<file path="src/rtl/q_learn_pkg.sv">
// Shared types and helpers for the Q-learning update engine.
// Holds the FSM state encoding and the signed clamp used by every stage.
package q_learn_pkg;

    typedef enum logic [2:0] {
        IDLE,
        SCAN,
        TGT,
        UPD,
        OUT
    } state_t;

    // Clamp a wide signed value into a signed field of 'width' bits.
    function automatic logic signed [63:0] sat_fx(
        input logic signed [63:0] value,
        input int                 width
    );
        logic signed [63:0] hi;
        logic signed [63:0] lo;
        hi = (64'sd1 <<< (width - 1)) - 64'sd1;
        lo = -hi - 64'sd1;
        if (value > hi)
            sat_fx = hi;
        else if (value < lo)
            sat_fx = lo;
        else
            sat_fx = value;
    endfunction

endpackage

</file>
<file path="src/rtl/q_fixed_mul_sat.sv">
// Signed fixed-point multiply: p = sat((a*b) >>> FRAC_W), ovf when clamped.
// Ports: a, b (DATA_W signed operands), p (DATA_W signed result), ovf (clamp hit).
module q_fixed_mul_sat #(
    parameter int DATA_W = 16,
    parameter int FRAC_W = 12
) (
    input  logic signed [DATA_W-1:0] a,
    input  logic signed [DATA_W-1:0] b,
    output logic signed [DATA_W-1:0] p,
    output logic                     ovf
);
    import q_learn_pkg::*;

    localparam int PW = 2 * DATA_W;

    logic signed [PW-1:0] prod;
    logic signed [PW-1:0] shifted;
    logic signed [63:0]   wide;
    logic signed [63:0]   clamped;

    assign prod    = PW'(a) * PW'(b);
    // Arithmetic shift gives floor rounding of the scaled product.
    assign shifted = prod >>> FRAC_W;
    assign wide    = 64'(shifted);
    assign clamped = sat_fx(wide, DATA_W);
    assign p       = clamped[DATA_W-1:0];
    assign ovf     = (clamped != wide);

endmodule

</file>
<file path="src/rtl/q_update_engine.sv">
// Q-learning update: q_new = q_cur + alpha*(reward + gamma*max(q_next) - q_cur).
// Ports: clk, rst; in_valid/in_ready + q_cur, q_next, reward, alpha, gamma,
// terminal; out_valid/out_ready + q_new, best_action, sat_flag.
module q_update_engine #(
    parameter  int DATA_W      = 16,
    parameter  int FRAC_W      = 12,
    parameter  int NUM_ACTIONS = 4,
    localparam int IDX_W       = $clog2(NUM_ACTIONS)
) (
    input  logic                          clk,
    input  logic                          rst,
    input  logic                          in_valid,
    output logic                          in_ready,
    input  logic [DATA_W-1:0]             q_cur,
    input  logic [NUM_ACTIONS*DATA_W-1:0] q_next,
    input  logic [DATA_W-1:0]             reward,
    input  logic [DATA_W-1:0]             alpha,
    input  logic [DATA_W-1:0]             gamma,
    input  logic                          terminal,
    output logic                          out_valid,
    input  logic                          out_ready,
    output logic [DATA_W-1:0]             q_new,
    output logic [IDX_W-1:0]              best_action,
    output logic                          sat_flag
);
    import q_learn_pkg::*;

    state_t                   state;
    logic signed [DATA_W-1:0] qn_r [NUM_ACTIONS];
    logic signed [DATA_W-1:0] q_cur_r;
    logic signed [DATA_W-1:0] reward_r;
    logic signed [DATA_W-1:0] alpha_r;
    logic signed [DATA_W-1:0] gamma_r;
    logic                     terminal_r;
    logic signed [DATA_W-1:0] max_r;
    logic [IDX_W-1:0]         idx_r;
    logic [IDX_W-1:0]         cnt_r;
    logic signed [DATA_W-1:0] tgt_r;

    logic signed [DATA_W-1:0] mul_a;
    logic signed [DATA_W-1:0] mul_b;
    logic signed [DATA_W-1:0] mul_p;
    logic                     mul_ovf;

    logic signed [63:0] diff_raw;
    logic signed [63:0] diff64;
    logic signed [DATA_W-1:0] diff;
    logic               diff_sat;
    logic signed [63:0] tgt_raw;
    logic signed [63:0] tgt64;
    logic               tgt_sat;
    logic signed [63:0] upd_raw;
    logic signed [63:0] upd64;
    logic               upd_sat;

    // One multiplier: gamma*max in TGT, alpha*diff in UPD.
    q_fixed_mul_sat #(
        .DATA_W (DATA_W),
        .FRAC_W (FRAC_W)
    ) u_mul (
        .a   (mul_a),
        .b   (mul_b),
        .p   (mul_p),
        .ovf (mul_ovf)
    );

    always_comb begin
        mul_a = gamma_r;
        mul_b = max_r;
        if (state == UPD) begin
            mul_a = alpha_r;
            mul_b = diff;
        end
    end

    always_comb begin
        diff_raw = 64'(tgt_r) - 64'(q_cur_r);
        diff64   = sat_fx(diff_raw, DATA_W);
        diff     = diff64[DATA_W-1:0];
        diff_sat = (diff64 != diff_raw);

        tgt_raw  = 64'(reward_r) + (terminal_r ? 64'sd0 : 64'(mul_p));
        tgt64    = sat_fx(tgt_raw, DATA_W);
        tgt_sat  = (tgt64 != tgt_raw);

        upd_raw  = 64'(q_cur_r) + 64'(mul_p);
        upd64    = sat_fx(upd_raw, DATA_W);
        upd_sat  = (upd64 != upd_raw);
    end

    always_ff @(posedge clk or posedge rst) begin
        if (rst) begin
            state       <= IDLE;
            in_ready    <= 1'b1;
            out_valid   <= 1'b0;
            q_new       <= '0;
            best_action <= '0;
            sat_flag    <= 1'b0;
            q_cur_r     <= '0;
            reward_r    <= '0;
            alpha_r     <= '0;
            gamma_r     <= '0;
            terminal_r  <= 1'b0;
            max_r       <= '0;
            idx_r       <= '0;
            cnt_r       <= '0;
            tgt_r       <= '0;
            for (int i = 0; i < NUM_ACTIONS; i++)
                qn_r[i] <= '0;
        end else begin
            unique case (state)
                IDLE: begin
                    if (in_valid) begin
                        for (int i = 0; i < NUM_ACTIONS; i++)
                            qn_r[i] <= q_next[i*DATA_W +: DATA_W];
                        q_cur_r    <= q_cur;
                        reward_r   <= reward;
                        alpha_r    <= alpha;
                        gamma_r    <= gamma;
                        terminal_r <= terminal;
                        max_r      <= q_next[DATA_W-1:0];
                        idx_r      <= '0;
                        cnt_r      <= IDX_W'(1);
                        sat_flag   <= 1'b0;
                        in_ready   <= 1'b0;
                        state      <= SCAN;
                    end
                end
                SCAN: begin
                    // Strict compare keeps the lowest index on ties.
                    if (qn_r[cnt_r] > max_r) begin
                        max_r <= qn_r[cnt_r];
                        idx_r <= cnt_r;
                    end
                    cnt_r <= cnt_r + 1'b1;
                    if (cnt_r == IDX_W'(NUM_ACTIONS - 1))
                        state <= TGT;
                end
                TGT: begin
                    tgt_r <= tgt64[DATA_W-1:0];
                    // The product is discarded for terminal states.
                    if (tgt_sat || (!terminal_r && mul_ovf))
                        sat_flag <= 1'b1;
                    state <= UPD;
                end
                UPD: begin
                    q_new       <= upd64[DATA_W-1:0];
                    best_action <= idx_r;
                    if (diff_sat || mul_ovf || upd_sat)
                        sat_flag <= 1'b1;
                    out_valid   <= 1'b1;
                    state       <= OUT;
                end
                OUT: begin
                    if (out_ready) begin
                        out_valid <= 1'b0;
                        in_ready  <= 1'b1;
                        state     <= IDLE;
                    end
                end
                default: begin
                    state     <= IDLE;
                    in_ready  <= 1'b1;
                    out_valid <= 1'b0;
                end
            endcase
        end
    end

endmodule
</file>
<file path="config.mk">
export PLATFORM = sky130hd
export DESIGN_NAME = q_update_engine
export DESIGN_NICKNAME = d
export VERILOG_FILES = /design/src/rtl/q_learn_pkg.sv /design/src/rtl/q_fixed_mul_sat.sv /design/src/rtl/q_update_engine.sv
export SDC_FILE = /design/constraint.sdc
export NUM_CORES = 1
export LEC_CHECK = 0
export ABC_AREA = 1
export CAP_MARGIN = 0
export CORE_ASPECT_RATIO = 0.5
export CORE_UTILIZATION = 46
export DETAILED_ROUTE_END_ITERATION = 10
export DONT_BUFFER_PORTS = 1
export PLACE_DENSITY = 0.61
export SLEW_MARGIN = 20
export SYNTH_ARGS = -nofsm -noshare
export SYNTH_HDL_FRONTEND = slang
export SYNTH_SLANG_ARGS = --single-unit
</file>
<file path="constraint.sdc">
create_clock -name clk -period 18.6 [get_ports clk]
set_input_delay 3.72 -clock clk [delete_from_list [all_inputs] [get_ports clk]]
set_output_delay 3.72 -clock clk [all_outputs]
set_load 0.005 [all_outputs]
</file>
# Yosys cells after proc, flatten, opt, wreduce, memory -nomap -nowiden
# Cells that the tools add are included.
[op_classes]
add_sub_neg = 4
n_mul = 1
magnitude_cmp = 10
n_eq_ne = 15
n_mux = 34
n_bitwise = 3
reduce_logical = 17
[op_table]
columns = ["cell", "n"]
rows = [
  ["$mux 64", 9],
  ["$ne 64x17->1", 2],
  ["$mux 16", 6],
  ["$add 16x64->64", 1],
  ["$gt 64x16->1 const B", 1],
  ["$lt 64x16->1 const B", 1],
  ["$ne 64x20->1", 1],
  ["$ne 64x64->1", 1],
  ["$gt 17x16->1 const B", 2],
  ["$lt 17x16->1 const B", 2],
  ["$bmux 16 s2", 1],
  ["$mul 16x16->32", 1],
  ["$pmux 16 s2", 1],
  ["$gt 20x16->1 const B", 1],
  ["$lt 20x16->1 const B", 1],
  ["$add 16x16->17", 1],
  ["$sub 16x16->17", 1],
  ["$gt 16x16->1", 1],
  ["$pmux 3 s5", 1],
  ["$ne 2x2->1 const B", 5],
  ["$mux 3", 3],
  ["$pmux 1 s3", 3],
  ["$reduce_and 3->1", 3],
  ["$pmux 2 s2", 2],
  ["other kinds (20)", 33],
]
[word_totals]
reg_bits = 189
input_bits = 133
output_inout_bits = 21
word_cells = 103

# Logic depth before layout (Yosys ltp)
[depth]
word_depth = 18
ltp_mapped = 79
depth_no_buf = 77

# Modules after synthesis
# A second synthesis with hierarchy kept.
[unflattened]
hier_cells = 3108
area_unflattened_um2 = 23482.5
[by_module_without_submodules]
columns = ["module", "n_inst", "cells_per_inst", "area_per_inst_um2", "seq_area_each_um2"]
rows = [
  ["q_update_engine", 1, 1512, 12246.7, 4730.8],
  ["q_fixed_mul_sat", 1, 1596, 11235.8, 0.0],
]

# Worst setup path before layout
# No wires, ideal clock.
[synth_timing]
kind = "register to register"
startpoint = "register q_cur_r[0]"
endpoint = "register sat_flag"
setup_ps = 116
t_arrival_ps = 11896
required_time_ps = 18484
slack_ps = 6588
stages_incl_launch_ff = 69
path_buffers = 3
synth_period_minus_slack_ps = 12012
cell_sequence = "dfrtp_1 -> ha_1 -> fa_1 -> inv_1 -> nand2_1 -> nand2_1 -> nand3_1 -> nand2_2 -> nand2_2 -> nand2_1 -> nand2_1 -> nand2_2 -> inv_2 -> nand2_4 -> clkbuf_1 -> nand3_1 -> o21ai_1 -> clkbuf_1 -> [... 33 more ...] -> nand2_1 -> nand2_1 -> nand2_1 -> a21boi_0 -> o21bai_1 -> a21oi_1 -> inv_1 -> fa_1 -> nand4_1 -> nor4_1 -> nand3b_1 -> ha_1 -> a211oi_1 -> nand3_1 -> o221ai_1 -> inv_1 -> nand3_1 -> nand2_1"
[synth_between]
elab_chain_len = 18
elab_cells_between_ends = 33
classes_between = "add/sub (3); mul (1); order compare (8); eq/ne (6); mux (10); reduce/logical (5)"
[synth_lines]
columns = ["item", "line", "source"]
rows = [
  ["from (decl)", "q_update_engine.sv:30", "logic signed [DATA_W-1:0] q_cur_r;"],
  ["from (signal assigned)", "q_update_engine.sv:116", "q_cur_r <= q_cur;"],
  ["$sub 16x16->17", "q_update_engine.sv:77", "diff_raw = 64'(tgt_r) - 64'(q_cur_r);"],
  ["$lt 17x16->1", "q_learn_pkg.sv:24", "else if (value < lo)"],
  ["$mux 64", "q_learn_pkg.sv:24", ""],
  ["$mux 64", "q_learn_pkg.sv:22", "if (value > hi)"],
  ["$mux 16", "q_update_engine.sv:70", "if (state == UPD) begin"],
  ["$mul 16x16->32", "q_fixed_mul_sat.sv:21", "assign prod = PW'(a) * PW'(b);"],
  ["$lt 20x16->1", "q_learn_pkg.sv:24", ""],
  ["$mux 64", "q_learn_pkg.sv:24", ""],
  ["[... 2 more ...]", "n/a", ""],
  ["$add 16x64->64", "q_update_engine.sv:82", "tgt_raw = 64'(reward_r) + (terminal_r ? 64'sd0 : 64'(mul_p));"],
  ["$lt 64x16->1", "q_learn_pkg.sv:24", ""],
  ["$mux 64", "q_learn_pkg.sv:24", ""],
  ["$mux 64", "q_learn_pkg.sv:22", ""],
  ["$ne 64x64->1", "q_update_engine.sv:84", "tgt_sat = (tgt64 != tgt_raw);"],
  ["$logic_or 1x1->1", "q_update_engine.sv:142", "if (tgt_sat || (!terminal_r && mul_ovf))"],
  ["$ne 2x2->1 (no line)", "n/a", ""],
  ["$reduce_and 4->1 (no line) (*)", "n/a", ""],
  ["to (signal assigned)", "q_update_engine.sv:98", "sat_flag <= 1'b0;"],
  ["to (signal assigned)", "q_update_engine.sv:143", "sat_flag <= 1'b1;"],
  ["to (signal assigned)", "q_update_engine.sv:150", "sat_flag <= 1'b1;"],
  ["to (decl)", "q_update_engine.sv:24", "output logic sat_flag"],
]
# Mark *: on every way between the ends. The rest lies on a longest branch, timed or not.
# A chain may end at the register's enable or synchronous reset.

# Worst setup path in the final report
# Ends and elaborated chain as after synthesis.

==> metrics <==
clk slew on worst S/H paths ~0.070 ns; crit path DAT 14.35 ns; period utilisation layout 75.3%; Initial Utilization between 40% and 50%; Mapped Cells around 3000; clock latency on the worst-skew pair approximately 0.46 ns; Die H 158 um; max-slew violations 0; min-delay worst type register to register; initial antenna violation count 0; syn_nets 3479; row count between 50 and 60; most common library cells after synthesis nand2_1 (703), inv_1 (576), nor2_1 (284), fa_1 (283), dfrtp_1 (188); vias in the first global route around 18000; Synth async-reset ratio 100%; Vias 18500; Post-CTS Resized 0; number of synthesized flops with an enable pin 0; CP Max Fanout 16; total grt overflow 0; Synth Register Bits roughly 190; Tmin final around 14 ns; Final nets 3443; Synth area leader fa_1; post-synth top area share 25.3%; core region area 47400 sq um; Setup Viol. Count Final 0; Synth Flop Type dfrtp_1; Max Buffers Root-to-Sink 2; crit path launch type register; slowest stage delay, CP roughly 0.56 ns; max frequency a little over 70 MHz; CTS Sinks between 150 and 200; cts bufs inserted 17; gr usage total between 20% and 30%; maxcap violations 0; synth unique cells 59; hold buffer count at CTS 0; 1st-pass router iterations 5; post-synthesis sequential area ratio approximately a fifth; layout cells sized above 1 between 4 and 5%; status finished, final reports clean; Avg Inst Size Synth around 7.7 sq um; CTS root buf clkbuf_16; hpwl dp 51900 um; Die X between 300 and 400 um; Inserted Diodes 0; Worst Path Required 18.95 ns; most common cell in the netlist nand2_1; most frequent cell on the critical path nand2_1; Setup CP Type register to register; number of setup buffers added after CTS 0; WL/cell about 18 um; CTS tree done; final core utilization about half; Top-Level Pins between 150 and 200; RSZ-0062 raised after global routing false; PortBufs 0; Crit. End Element register; area taken by multi-input logic gates 15100 sq um; global-route wire length before repair 101000 um; cell area after synthesis 22400 sq um; Register Area between 4000 and 5000 sq um; Area growth syn-to-layout 5.88%; vias per inst about 5.2; DRT antenna net count 0; Residual DRC 0; fill count about 4700; Fin Clk Skew 0.0190 ns; Die ar. 49500 sq um; setup TNS 0 ns; largest net degree at the start of global routing between 100 and 150; max_slew headroom 33.7%; final WL between 60000 and 70000 um; top cells by area, synth fa_1 (25%), dfrtp_1 (21%), nand2_1 (12%); Final Hold Viols 0; Placer Congestion roughly 0.94; Slew @ Worst Pin 0.991 ns; CP max-delay cell ha_1; Initial DRC Count 1337; Ys Warns 0; H-tree depth 4; R2R setup slack about 4.6 ns
area by class of cell:
type                    instances  share of cell area (%)
flip-flops and latches        189                    20.0
multi-input cells            2044                    63.6
well taps                     638                    3.37
repair buffers                 26                   0.840
clock inverters                13                   0.687
clock buffers                  19                    1.87
inverters                     603                    9.63
final timing paths:
check / to / cells past startpoint / start
max in group asynchronous: reward_r[15]$_DFFE_PP0P_ / 2 / rst
worst min register to register: alpha_r[14]$_DFFE_PP0P_ / 2 / alpha_r[14]$_DFFE_PP0P_
worst min-delay path: alpha_r[14]$_DFFE_PP0P_ / 2 / alpha_r[14]$_DFFE_PP0P_
min in group asynchronous: gamma_r[3]$_DFFE_PP0P_ / 1 / rst
worst max-delay path: sat_flag$_DFFE_PP0P_ / 65 / q_cur_r[0]$_DFFE_PP0P_
worst max register to register: sat_flag$_DFFE_PP0P_ / 65 / q_cur_r[0]$_DFFE_PP0P_
through the flow:
step | cells | setup slack [ns] | cell area (sq um) | hold WS, ns
4_1_cts | 3532 | 4.75 | 23700 | 0.471
3_3_place_gp | 3500 | 4.74 | 23100 | 0.450
6_report | 3532 | 4.60 | 23700 | 0.469
3_5_place_dp | 3500 | 4.81 | 23100 | 0.454
2_1_floorplan | 2917 | 6.59 | 22400 | 0.437
5_1_grt | 3532 | 3.48 | 23700 | 0.483
critical path: cells and delay by family (launching register included):
kind / cells / cell delay [ns]
buffers and inverters: 13 / 1.60
adders and majority gates: 13 / 5.89
AOI/OAI and AO/OA: 12 / 2.73
and+or+nand+nor: 27 / 3.20
DFF: 1 / 0.41
registers in the layout (all words and copies together) (netlist names), 2 cells and up:
| register | flops |
|---|---|
| qn_r | 64 |
| alpha_r | 16 |
| gamma_r | 16 |
| max_r | 16 |
| q_cur_r | 16 |
| q_new | 16 |
| reward_r | 16 |
| tgt_r | 16 |
| state | 3 |
| best_action | 2 |
| cnt_r | 2 |
| idx_r | 2 |
cells in the final DEF (no fill, tap or decap), drive strengths merged, types with 19 or more instances in the layout:
master and n:
inv 598, xor2 32, nand3 72, nor2 290
ha 146, clkbuf 19, buf 26, dfrtp 188
fa 283, a21oi 123, o21ai 177, nand4 20
nand2 723
cells by family after synthesis:
logic type,Yosys count,share of synthesized area [%]
xor gates and xnor gates,50,1.96
and+or+nand+nor,1167,21.6
muxes,9,0.453
AOI/OAI and AO/OA,389,9.81
DFF,189,21.2
buffers and inverters,684,11.5
adders and majority gates,429,33.5
per-layer routing:
metal	share of wire [%]	routed length [um]	up-vias	track usage [%]
met5	0	0	-	0
met4	1.5	968	0	5.20
met3	6.3	3990	63	4.30
met2	45	28800	475	42.8
met1	47	29700	9102	37.8
li1	-	-	8876	-
Power is left out: the tool's default activity adds up to more than one toggle a clock period on the data nets, which glitch-free logic cannot reach.
